==> config.mk <==
export PLATFORM = sky130hd
export DESIGN_NAME = wb_write_queue
export DESIGN_NICKNAME = d
export VERILOG_FILES = /design/src/rtl/wb_write_queue.sv
export SDC_FILE = /design/constraint.sdc
export NUM_CORES = 1
export LEC_CHECK = 0
export ABC_AREA = 1
export CAP_MARGIN = 20
export CORE_ASPECT_RATIO = 1.1
export CORE_MARGIN = 3
export CORE_UTILIZATION = 47
export DETAILED_ROUTE_END_ITERATION = 10
export HOLD_SLACK_MARGIN = 0.08
export MAX_ROUTING_LAYER = met4
export PLACE_DENSITY = 0.8
export SYNTH_ARGS = -nofsm -noshare
export SYNTH_HDL_FRONTEND = slang
export SYNTH_SLANG_ARGS = --single-unit
==> constraint.sdc <==
create_clock -name clk -period 2 [get_ports clk]
set_input_delay 0.2 -clock clk [delete_from_list [all_inputs] [get_ports clk]]
set_output_delay 0.2 -clock clk [all_outputs]
set_load 0.02 [all_outputs]
==> src/rtl/wb_write_queue.sv <==
// Writeback queue: 2-entry FIFO between MEM/WB and the dual-write register file,
// with decode-stage bypass. Optional hardwired-zero R0 handling under WB_ZERO_REG_EN.
module wb_write_queue #(
    parameter int DATA_W = 16,
    parameter int ADDR_W = 4
) (
    input  logic              clk,
    input  logic              rst,
    input  logic              in_valid,
    output logic              in_ready,
    input  logic              in_op2,
    input  logic [ADDR_W-1:0] in_addr1,
    input  logic [ADDR_W-1:0] in_addr2,
    input  logic [DATA_W-1:0] in_data1,
    input  logic [DATA_W-1:0] in_data2,
    input  logic              hold,
    input  logic              flush,
    output logic              rf_we,
    output logic              rf_op2,
    output logic [ADDR_W-1:0] rf_addr1,
    output logic [ADDR_W-1:0] rf_addr2,
    output logic [DATA_W-1:0] rf_data1,
    output logic [DATA_W-1:0] rf_data2,
    input  logic [ADDR_W-1:0] rd_addr_a,
    input  logic [ADDR_W-1:0] rd_addr_b,
    output logic              fwd_hit_a,
    output logic [DATA_W-1:0] fwd_data_a,
    output logic              fwd_hit_b,
    output logic [DATA_W-1:0] fwd_data_b,
    output logic [1:0]        count
);

    logic [1:0]             op2_q;
    logic [1:0]             kill_q;
    logic [1:0][ADDR_W-1:0] addr1_q;
    logic [1:0][ADDR_W-1:0] addr2_q;
    logic [1:0][DATA_W-1:0] data1_q;
    logic [1:0][DATA_W-1:0] data2_q;

    logic       head_q, head_d;
    logic       tail_q, tail_d;
    logic [1:0] count_q, count_d;

    logic push;
    logic pop;

    logic              st_op2;
    logic              st_kill;
    logic [ADDR_W-1:0] st_addr1;
    logic [DATA_W-1:0] st_data1;

    assign in_ready = (count_q != 2'd2);
    assign push     = in_valid & in_ready & ~flush;
    assign pop      = (count_q != 2'd0) & ~hold & ~flush;

`ifdef WB_ZERO_REG_EN
    logic w1_live;
    logic w2_live;

    // A masked first write is folded into slot 1 so the RF port stays a plain single write.
    always_comb begin
        w1_live  = (in_addr1 != '0);
        w2_live  = in_op2 & (in_addr2 != '0);
        st_op2   = w1_live & w2_live;
        st_kill  = ~w1_live & ~w2_live;
        st_addr1 = w1_live ? in_addr1 : in_addr2;
        st_data1 = w1_live ? in_data1 : in_data2;
    end
`else
    always_comb begin
        st_op2   = in_op2;
        st_kill  = 1'b0;
        st_addr1 = in_addr1;
        st_data1 = in_data1;
    end
`endif

    always_comb begin
        head_d  = head_q;
        tail_d  = tail_q;
        count_d = count_q;
        if (flush) begin
            head_d  = tail_q;
            count_d = 2'd0;
        end else begin
            if (pop)  head_d = ~head_q;
            if (push) tail_d = ~tail_q;
            case ({push, pop})
                2'b10:   count_d = count_q + 2'd1;
                2'b01:   count_d = count_q - 2'd1;
                default: count_d = count_q;
            endcase
        end
    end

    always_ff @(posedge clk or negedge rst) begin
        if (!rst) begin
            head_q  <= 1'b0;
            tail_q  <= 1'b0;
            count_q <= 2'd0;
        end else begin
            head_q  <= head_d;
            tail_q  <= tail_d;
            count_q <= count_d;
        end
    end

    always_ff @(posedge clk or negedge rst) begin
        if (!rst) begin
            op2_q   <= '0;
            kill_q  <= '0;
            addr1_q <= '0;
            addr2_q <= '0;
            data1_q <= '0;
            data2_q <= '0;
        end else if (push) begin
            op2_q[tail_q]   <= st_op2;
            kill_q[tail_q]  <= st_kill;
            addr1_q[tail_q] <= st_addr1;
            addr2_q[tail_q] <= in_addr2;
            data1_q[tail_q] <= st_data1;
            data2_q[tail_q] <= in_data2;
        end
    end

    assign rf_we    = (count_q != 2'd0) & ~hold & ~kill_q[head_q];
    assign rf_op2   = op2_q[head_q];
    assign rf_addr1 = addr1_q[head_q];
    assign rf_addr2 = addr2_q[head_q];
    assign rf_data1 = data1_q[head_q];
    assign rf_data2 = data2_q[head_q];
    assign count    = count_q;

    for (genvar gi = 0; gi < 2; gi++) begin : g_fwd
        logic [ADDR_W-1:0] rd;
        logic              hit;
        logic [DATA_W-1:0] data;
        logic              slot;
        logic              live;

        assign rd = (gi == 0) ? rd_addr_a : rd_addr_b;

        // Older entry is scanned first so a younger match overrides it; addr2 overrides addr1
        // because the register file keeps data2 on a duplicate destination.
        always_comb begin
            hit  = 1'b0;
            data = '0;
            slot = head_q;
            live = 1'b0;
            for (int k = 0; k < 2; k++) begin
                slot = (k == 0) ? head_q : ~tail_q;
                live = (k == 0) ? (count_q == 2'd2) : (count_q != 2'd0);
                if (live && !kill_q[slot]) begin
                    if (addr1_q[slot] == rd) begin
                        hit  = 1'b1;
                        data = data1_q[slot];
                    end
                    if (op2_q[slot] && (addr2_q[slot] == rd)) begin
                        hit  = 1'b1;
                        data = data2_q[slot];
                    end
                end
            end
`ifdef WB_ZERO_REG_EN
            if (rd == '0) begin
                hit  = 1'b0;
                data = '0;
            end
`endif
        end
    end

    assign fwd_hit_a  = g_fwd[0].hit;
    assign fwd_data_a = g_fwd[0].data;
    assign fwd_hit_b  = g_fwd[1].hit;
    assign fwd_data_b = g_fwd[1].data;

endmodule

Yosys cells after proc, flatten, opt, wreduce, memory -nomap -nowiden
Cells that the tools add are included.
{"block": "word_totals", "reg_bits": 88, "wordCells": 119, "out_inout_bits": 79}
{"block": "op_classes", "n_mux": 63, "reduce_logical": 13, "n_lt_le_gt_ge": 4, "add_sub_neg": 2, "bitwise_logic": 12, "n_eq_ne": 12}
{"cell": "$mux 16", "count": 21}
{"cell": "$bwmux 32", "count": 2}
{"cell": "$mux 4", "count": 9}
{"cell": "$eq 4x4->1", "count": 8}
{"cell": "$mux 1", "count": 23}
{"cell": "$bwmux 8", "count": 2}
{"cell": "$demux 16 s1", "count": 1}
{"cell": "$logic_and 1x1->1", "count": 7}
{"cell": "$lt 1x2->1 const B", "count": 3}
{"cell": "$and 1x1->1", "count": 5}
{"cell": "$not 1->1", "count": 5}
{"cell": "$demux 4 s1", "count": 1}
{"cell": "$eq 2x2->1 const B", "count": 2}
{"cell": "$pmux 2 s2", "count": 1}
{"cell": "$reduce_bool 2->1", "count": 2}
{"cell": "$reduce_bool 3->1", "count": 1}
{"cell": "$add 2x1->2 const B", "count": 1}
{"cell": "$and 2x2->2", "count": 1}
{"cell": "$bwmux 2", "count": 1}
{"cell": "$eq 2x1->1 const B", "count": 1}
{"cell": "$logic_not 1->1", "count": 2}
{"cell": "$mux 2", "count": 1}
{"cell": "$ne 2x2->1 const B", "count": 1}
{"cell": "$not 2->2", "count": 1}
{"cell": "other kinds (4)", "count": 4}

Longest topological paths before layout
Gate-level depths: netlist of run 1.
{"block": "depth", "ltp_word": 9, "mapped_depth": 15}

Worst setup path after synthesis of run 1
Ideal clock, no wire load.
{"block": "synth_path", "kind": "register -> output", "from": "register head_q", "to": "output fwd_data_b[10]", "n_path_buf": 1, "path_stages_with_launch": 11, "slack_ns": -0.301, "arrival_ns": 2.101, "required_ns": 1.800, "cell_sequence": "dfrtp_1 > buf_6 > o21ai_1 > nor2_1 > nor2_4 > nand3_2 > nand2_1 > nand2_1 > nand2_1 > nand2_1 > nor2_1"}
{"block": "synth_between", "elab_chain_len": 9, "elab_cells_between_ends": 23, "classes_between": "eq/ne (2); mux (18); reduce/logical (3)"}
{"item": "start, declared", "line_no": "40", "text": "logic head_q, head_d;"}
{"item": "start signal, assigned", "line_no": "98", "text": "head_q <= 1'b0;"}
{"item": "start signal, assigned", "line_no": "102", "text": "head_q <= head_d;"}
{"item": "$mux 4 * (2 in a row)"}
{"item": "via rf_addr2[2]", "line_no": "21", "text": "output logic [ADDR_W-1:0] rf_addr2,"}
{"item": "$eq 4x4->1 *", "line_no": "158", "text": "if (op2_q[slot] && (addr2_q[slot] == rd)) begin"}
{"item": "$logic_and 1x1->1 *", "line_no": "158"}
{"item": "$mux 16 *", "line_no": "158"}
{"item": "$mux 16 *", "line_no": "153", "text": "if (live && !kill_q[slot]) begin"}
{"item": "$mux 16", "line_no": "154", "text": "if (addr1_q[slot] == rd) begin"}
{"item": "$mux 16", "line_no": "158"}
{"item": "$mux 16 *", "line_no": "153"}
{"item": "end, declared", "line_no": "29", "text": "output logic [DATA_W-1:0] fwd_data_b,"}
Mark *: on every way through the listed nets, which the timed path passes. The rest lies on a longest branch. The select of a mux whose other input is x is not followed.

Final worst setup path of run 1
{"block": "layout_path", "from": "register head_q", "to": "output fwd_data_a[11]"}
{"block": "layout_between", "elab_chain_len": 9, "elab_cells_between_ends": 23, "classes_between": "eq/ne (2); mux (18); reduce/logical (3)"}
{"item": "$mux 4 (on tied branches) (2 in a row)", "line_no": "154, 158"}
{"item": "$eq 4x4->1 (on tied branches)", "line_no": "154, 158"}
{"item": "$mux 16 or $logic_and 1x1->1 (tied branches)", "line_no": "154, 158"}
{"item": "$mux 16", "line_no": "158"}
{"item": "$mux 16 *", "line_no": "153"}
{"item": "$mux 16", "line_no": "154"}
{"item": "$mux 16", "line_no": "158"}
{"item": "$mux 16 *", "line_no": "153"}
{"item": "end, declared", "line_no": "27", "text": "output logic [DATA_W-1:0] fwd_data_a,"}
Mark *: on every way between the ends. The rest lies on a longest branch, timed or not. The select of a mux whose other input is x is not followed.

==> results of run 1 <==
-- worst max-delay path, delay by kind of cell (launching register included) --
kind / cells / cell delay, ns
buf+inv: 5 / 0.68
flops: 1 / 0.50
simple gates: 10 / 0.91
-- cell usage in the layout, fill, tap and decap left out, types with 2 or more instances in the layout --
master           instances
buf_16                   3
dfrtp_2                  2
nand2_2                 81
buf_6                   59
nor2_2                  24
a21oi_1                  2
inv_1                   91
nand2_1                360
o21ai_0                 85
bufinv_16                2
o21ai_4                 25
inv_6                    2
clkbuf_4                 2
buf_4                  203
nor2_1                  10
nand4_1                 49
buf_8                    4
dfrtp_1                 86
clkbuf_16               16
or2_2                    2
o21ai_2                 10
nand2_4                 16
nor2_4                  31
buf_12                  13
clkdlybuf4s50_1         55
buf_2                    8
nand3_4                  5
dlygate4sd2_1            8
o21ai_1                 16
nand3_1                117
inv_2                   11
nand3_2                 13
nand2_8                  3
-- registers in the layout (all words and copies together) (netlist names) --
register,flops
addr2_q,8
head_q,1
data1_q,32
addr1_q,8
op2_q,2
kill_q,2
data2_q,32
count,2
tail_q,1
-- cell families after synthesis --
family | count (synthesis) | synth area share [%]
AND/OR/NAND/NOR | 712 | 45.8
buffers and inverters | 169 | 10.7
AO/OA/AOI/OAI | 141 | 10.8
flip-flops | 88 | 32.4
XOR/XNOR | 1 | 0.129
multiplexers | 1 | 0.147
-- cell type report --
type / instances / share of cell area (%)
Timing Repair Buffer: 365 / 30.2
Sequential cell: 88 / 19.2
Timing Repair inverter: 1 / 0.0545
Tap cell: 188 / 2.05
Multi-Input combinational cell: 856 / 42.3
Clock buffer: 10 / 1.99
Inverter: 105 / 3.52
Clock inverter: 5 / 0.708
-- power groups by stage --
stage / logic (mW) / registers, mW / clock network (mW)
after floorplan: 6.64 / 2.99 / 0
after global placement: 12.9 / 3.08 / 0
after detailed placement: 13.0 / 3.11 / 0
after CTS: 13.9 / 3.13 / 1.84
after global routing: 17.6 / 3.36 / 1.93
final: 16.9 / 3.30 / 1.87
-- worst max-delay path by stage --
stage	slack [ns]	from	cells past startpoint	endpoint
6_report	-0.66	head_q	15	fwd_data_a[11]
5_1_grt	-0.71	head_q	15	fwd_data_a[11]
4_1_cts	-0.72	head_q	14	fwd_data_a[10]
3_5_place_dp	-0.84	head_q	10	fwd_data_b[2]
3_3_place_gp	-0.79	rd_addr_a[3]	13	fwd_data_a[8]
2_1_floorplan	-0.0003	head_q	10	fwd_data_b[10]
-- repair_timing --
item                                    4_1_cts  5_1_grt
hold buffers                                  1        0
endpoints found under the setup margin       76       54
setup buffers                                 7       22
gates cloned                                  5       11
hold endpoints to repair                     31        0
gates resized for setup                     369      307
pin swaps                                    10       68
-- per-stage QoR --
| stage | setup slack [ns] | utilization [%] |
|---|---|---|
| 3_5_place_dp | -0.844 | 69.1 |
| 4_1_cts | -0.724 | 74.4 |
| 5_1_grt | -0.713 | 82.3 |
| 2_1_floorplan | -0.000334 | - |
| 6_report | -0.655 | 82.3 |
| 3_3_place_gp | -0.792 | 69.1 |
-- routing by layer --
layer	wire, µm	up-vias	global-route usage (%)
met5	0	-	-
met4	1820	0	12.0
met3	4210	212	7.47
met2	14900	815	53.2
met1	12100	4438	49.4
li1	-	4218	-
==> results.cfg, run 1 <==
[clock_tree]
clk_transition_reported_paths_ns = 0.07
clock_tree.htree_level_count = 3
cts.root.buffer_cell = clkbuf_16
clock-sinks = 88
number_of_buffers_created_by_cts = 9
clock_path_buffers = 2
tritoncts_clock_tree = done
clock_insertion_delay_worst_skew_ns = 0.36

[power_and_ir_drop]
total_leakage_power_nw = 5.74
combPwrFrac_pct = 76.6
switchingPower_mw = 11.4
areal_power_density_over_the_cells_nw_per_um2 = 1920
pwr-share-clk_pct = 8.5
post-layout-total-power_mw = 22.1
power.sequential.fraction_pct = 15.0
switch_share_pct = 51.5
peakVddDrop_uv = 1210
internal_power_mw = 10.7

[worst_setup_path]
arrival_time_worst_endpoint_ns = 2.46
path_max_fanout = 8
rr_worst_depth = 10
setup.worst_path.start_class = flip-flop
regToRegEndpoint = data1_q[11]
crit_slowest_cell = dfrtp_2
critical_path.endpoint_type = primary output
cp_data_required_time_ns = 1.80
setup_slack_reg_to_reg_ns = 0.12
critical_path.most_common_cell = nand2_8
timing_worst_setup_path_type = flip-flop to primary output
timing.rr.start = count[0]
critPathMaxStageDelay_ns = 0.50
timing.critical_path.cells = clkinv_4, nand2_4, nand3_1, nand2_1, nor2_2, buf_6, nand3_4, buf_12, nand2_8, nand2_8, nand2_8, buf_4, nand2_2, nor2_4, buf_6

[die]
die-height_um = 132
placeableCoreArea_um2 = 14000
placement_rows = 45
die_area_um2 = 15900
die_w_um = 121
io-pin-count = 133
start_util_pct = 48.6

[timing]
final_count_of_pins_violating_max_slew = 0
fin_ws_ns = -0.655
post-route-min-period_ns = 2.66
total_negative_setup_slacks_ns = -23.98
slew-limit-headroom_pct = 60.3
period_share_pct = 133
report.final.setup_viol = 62
max_clock_freq_mhz = 377
grt_setup_unrepaired = true
skew_ns = 0.00688
worst_slew_pin_slew_ns = 0.590
worst_hold_check_slack_ns = 0.362
hold_viol_final = 0

[finish]
stdcell_area_um2 = 11500
multiInputGateArea_um2 = 4860
areaGrowthSynthToFinish_pct = 69.3
layout.nets = 1480
seq_area_um2 = 2200
finalNonFillerCells = 1618
drive_above_1_share_pct = 38.1
n_fill_cell = 920
n_antenna_cell = 0

[route]
wl_um = 33000
drt_drc = 0
post_drt_via_cell_ratio = 5.98
drt_pre_antenna_iters = 7
ant_nets = 0
first_iteration_detailed_routing_drc_count = 1575
via_count = 9683
routedWlPerCell_um = 20.4

[synth]
synth_fp_nets = 1166
synth_top_cell_by_area = dfrtp_1
synth_top_area_share_pct = 32.4
synth.distinct_cells = 32
synth_area_leaders = dfrtp_1, nand2_1, nand3_1, o21ai_0, inv_1
ys.flop_type = dfrtp_1
synth_area_um2 = 6790
synth_top_cells_by_count = nand2_1, nand3_1, o21ai_0
synth-edff-count = 0
syn_inst = 1112
yosys_warnings = 0
synth_seq_area_share_pct = 32.4
synthMostInstantiatedCell = nand2_1
yosys_register_bits = 88
avgSynthCellArea_um2 = 6.10
postSynth.asyncResetShare_pct = 100

[grt]
first_global_vias = 8264
first_pass_grt_wire_length_um = 44200
antenna_found_initial = 0
overflow = 0
grt_start_max_net_pins = 55
track_usage_pct = 36.0

[placement]
detailed_place.area_um2 = 9650
port-buffer-count = 132
place_hpwl_um = 19600
gp_congestion = 0.981
place.detailed.instances = 1557

[status]
run_status = complete, but fails checks
violations_in_the_final_reports = negative setup slack

[worst_hold_path]
min_path_type = input port to async pin

[run]
max_cap_viol_count = 0
Power figures use the tool's default switching activity.
==> inputs of run 2 (changes only) <==
--- a/config.mk
+++ b/config.mk
@@ -10,6 +10,7 @@
 export CORE_ASPECT_RATIO = 1.1
 export CORE_MARGIN = 3
 export CORE_UTILIZATION = 47
+export CTS_CLUSTER_DIAMETER = 30
 export DETAILED_ROUTE_END_ITERATION = 10
 export HOLD_SLACK_MARGIN = 0.08
 export MAX_ROUTING_LAYER = met4
==> results of run 2 <==
No change in the layout: final DEF, timing and power equal those of run 1.
==> inputs of run 3 (changes only) <==
--- a/config.mk
+++ b/config.mk
@@ -15,6 +15,7 @@
 export HOLD_SLACK_MARGIN = 0.08
 export MAX_ROUTING_LAYER = met4
 export PLACE_DENSITY = 0.8
+export SKIP_LAST_GASP = 1
 export SYNTH_ARGS = -nofsm -noshare
 export SYNTH_HDL_FRONTEND = slang
 export SYNTH_SLANG_ARGS = --single-unit
==> constraint.sdc (replaced) <==
create_clock -name clk -period 3 [get_ports clk]
set_input_delay 0.3 -clock clk [delete_from_list [all_inputs] [get_ports clk]]
set_output_delay 0.3 -clock clk [all_outputs]
set_load 0.02 [all_outputs]
==> run 3 against run 2 <==
Largest cell class unchanged. The run now ends clean. Via count is 16% lower. Clock skew increased by 0.0017 ns. Sequential power fell by 37%. Sequential cell count stayed put.
==> results.cfg, run 3 (synthesis gave the netlist of run 1 again) <==
[status]
run_status = completed

[finish]
stdcell_area_um2 = 9010
reg_top3 = data1_q x32, data2_q x32
n_fill_cell = 1352
areaGrowthSynthToFinish_pct = 32.7
final_common_cell = nand2_1
layout.nets = 1332
final_util_pct = 64.5
drive_above_1_share_pct = 11.8
mostFrequentLayoutCells = nand2_1, nand3_1, o21ai_0, inv_1, clkdlybuf4s50_1
seq_area_um2 = 2200
multiInputGateArea_um2 = 3900
finalNonFillerCells = 1471
n_antenna_cell = 0

[placement]
port-buffer-count = 132
detailed_place.area_um2 = 8680
place_hpwl_um = 18500
place.detailed.instances = 1453
detailedPlace.worstSlack_ns = -0.0142
gp_congestion = 1.02

[route]
drt_drc = 0
routedWlPerCell_um = 17.3
drt_pre_antenna_iters = 6
wl_um = 25400
via_count = 8117
first_iteration_detailed_routing_drc_count = 813
post_drt_via_cell_ratio = 5.52
ant_nets = 0

[grt]
grt_start_max_net_pins = 50
antenna_found_initial = 0
track_usage_pct = 32.4
overflow = 0
first_pass_grt_wire_length_um = 39900
first_global_vias = 7591

[timing]
skew_ns = 0.00858
total_negative_setup_slacks_ns = 0
grt_setup_unrepaired = true
max_clock_freq_mhz = 341
fin_ws_ns = 0.0707
period_share_pct = 97.6
worst_slew_pin_slew_ns = 0.721
post-route-min-period_ns = 2.93
worst_hold_check_slack_ns = 0.479
report.final.setup_viol = 0
hold_viol_final = 0
slew-limit-headroom_pct = 51.4
final_count_of_pins_violating_max_slew = 0

[worst_setup_path]
timing.critical_path.cells = buf_12, nand2_1, nand2_1, nand2_1, nand2_1, nor2_2, nand3_2, buf_4, nand2_1, o21ai_0, nor2_1, nor2_1, dlygate4sd2_1
critPathMaxStageDelay_ns = 0.46
arrival_time_worst_endpoint_ns = 2.63
cp_data_required_time_ns = 2.70
setup.worst_path.start_class = flip-flop
timing_worst_setup_path_type = flip-flop to primary output
setup_slack_reg_to_reg_ns = 1.14
critical_path.endpoint_type = primary output
path_max_fanout = 20
critical_path.most_common_cell = nand2_1
rr_worst_depth = 10
crit_slowest_cell = dfrtp_2

[die]
die_w_um = 121
start_util_pct = 48.6
io-pin-count = 133
die-height_um = 132
placeableCoreArea_um2 = 14000
die_area_um2 = 15900
placement_rows = 45

[power_and_ir_drop]
areal_power_density_over_the_cells_nw_per_um2 = 1190
total_leakage_power_nw = 4.65
peakVddDrop_uv = 661
post-layout-total-power_mw = 10.7

[run]
max_cap_viol_count = 0

[clock_tree]
clock_tree.htree_level_count = 3
clock_insertion_delay_worst_skew_ns = 0.35
cts.root.buffer_cell = clkbuf_16
tritoncts_clock_tree = done
clock-sinks = 88
clock_path_buffers = 2
number_of_buffers_created_by_cts = 9
clk_transition_reported_paths_ns = 0.07

[worst_hold_path]
min_path_type = input port to async pin
==> run 3: repair_timing <==
action                                  4_1_cts  5_1_grt
gates cloned                                  0        0
gates resized for setup                      39       18
buffers inserted                              0        1
pin swaps                                     0        2
endpoints found under the hold margin        38        0
endpoints found under the setup margin       34       21
hold buffers                                  1        0
==> run 3: power by group <==
group          total [mW]  switching [mW]  internal [mW]  leakage [nW]
clock network        1.20           0.523          0.677         0.148
registers            2.09           0.353           1.74          1.09
logic                7.43            4.80           2.63          3.41
total                10.7            5.67           5.05          4.65
==> run 3: routing by layer <==
layer	wire length [µm]	global-route usage (%)	vias up
met5	0	-	-
met3	2430	7.30	59
met1	10900	45.0	3710
li1	-	-	3903
met2	11500	48.1	445
met4	541	8.38	0
==> run 3: worst max-delay path, delay by kind of cell (launching register included) <==
family | cells | cell delay [ns]
simple gates | 9 | 0.89
buf+inv | 3 | 0.71
flops | 1 | 0.46
compound gates | 1 | 0.18
==> run 3: final timing paths <==
path / start / end
setup / recovery: head_q / fwd_data_a[0]
hold / removal: rst / data2_q[6]
setup reg to reg: count[0] / data1_q[18]
hold reg to reg: data1_q[17] / data1_q[17]
max in group asynchronous: rst / data1_q[21]
min in group clk: data1_q[17] / data1_q[17]
==> run 3: final cells by class <==
cell class,instances,share of cell area (%)
multi-input combinational,855,43.3
sequential,88,24.5
timing repair buffer,219,21.7
inverter,105,4.49
clock buffer,11,2.70
tap,188,2.61
clock inverter,5,0.695
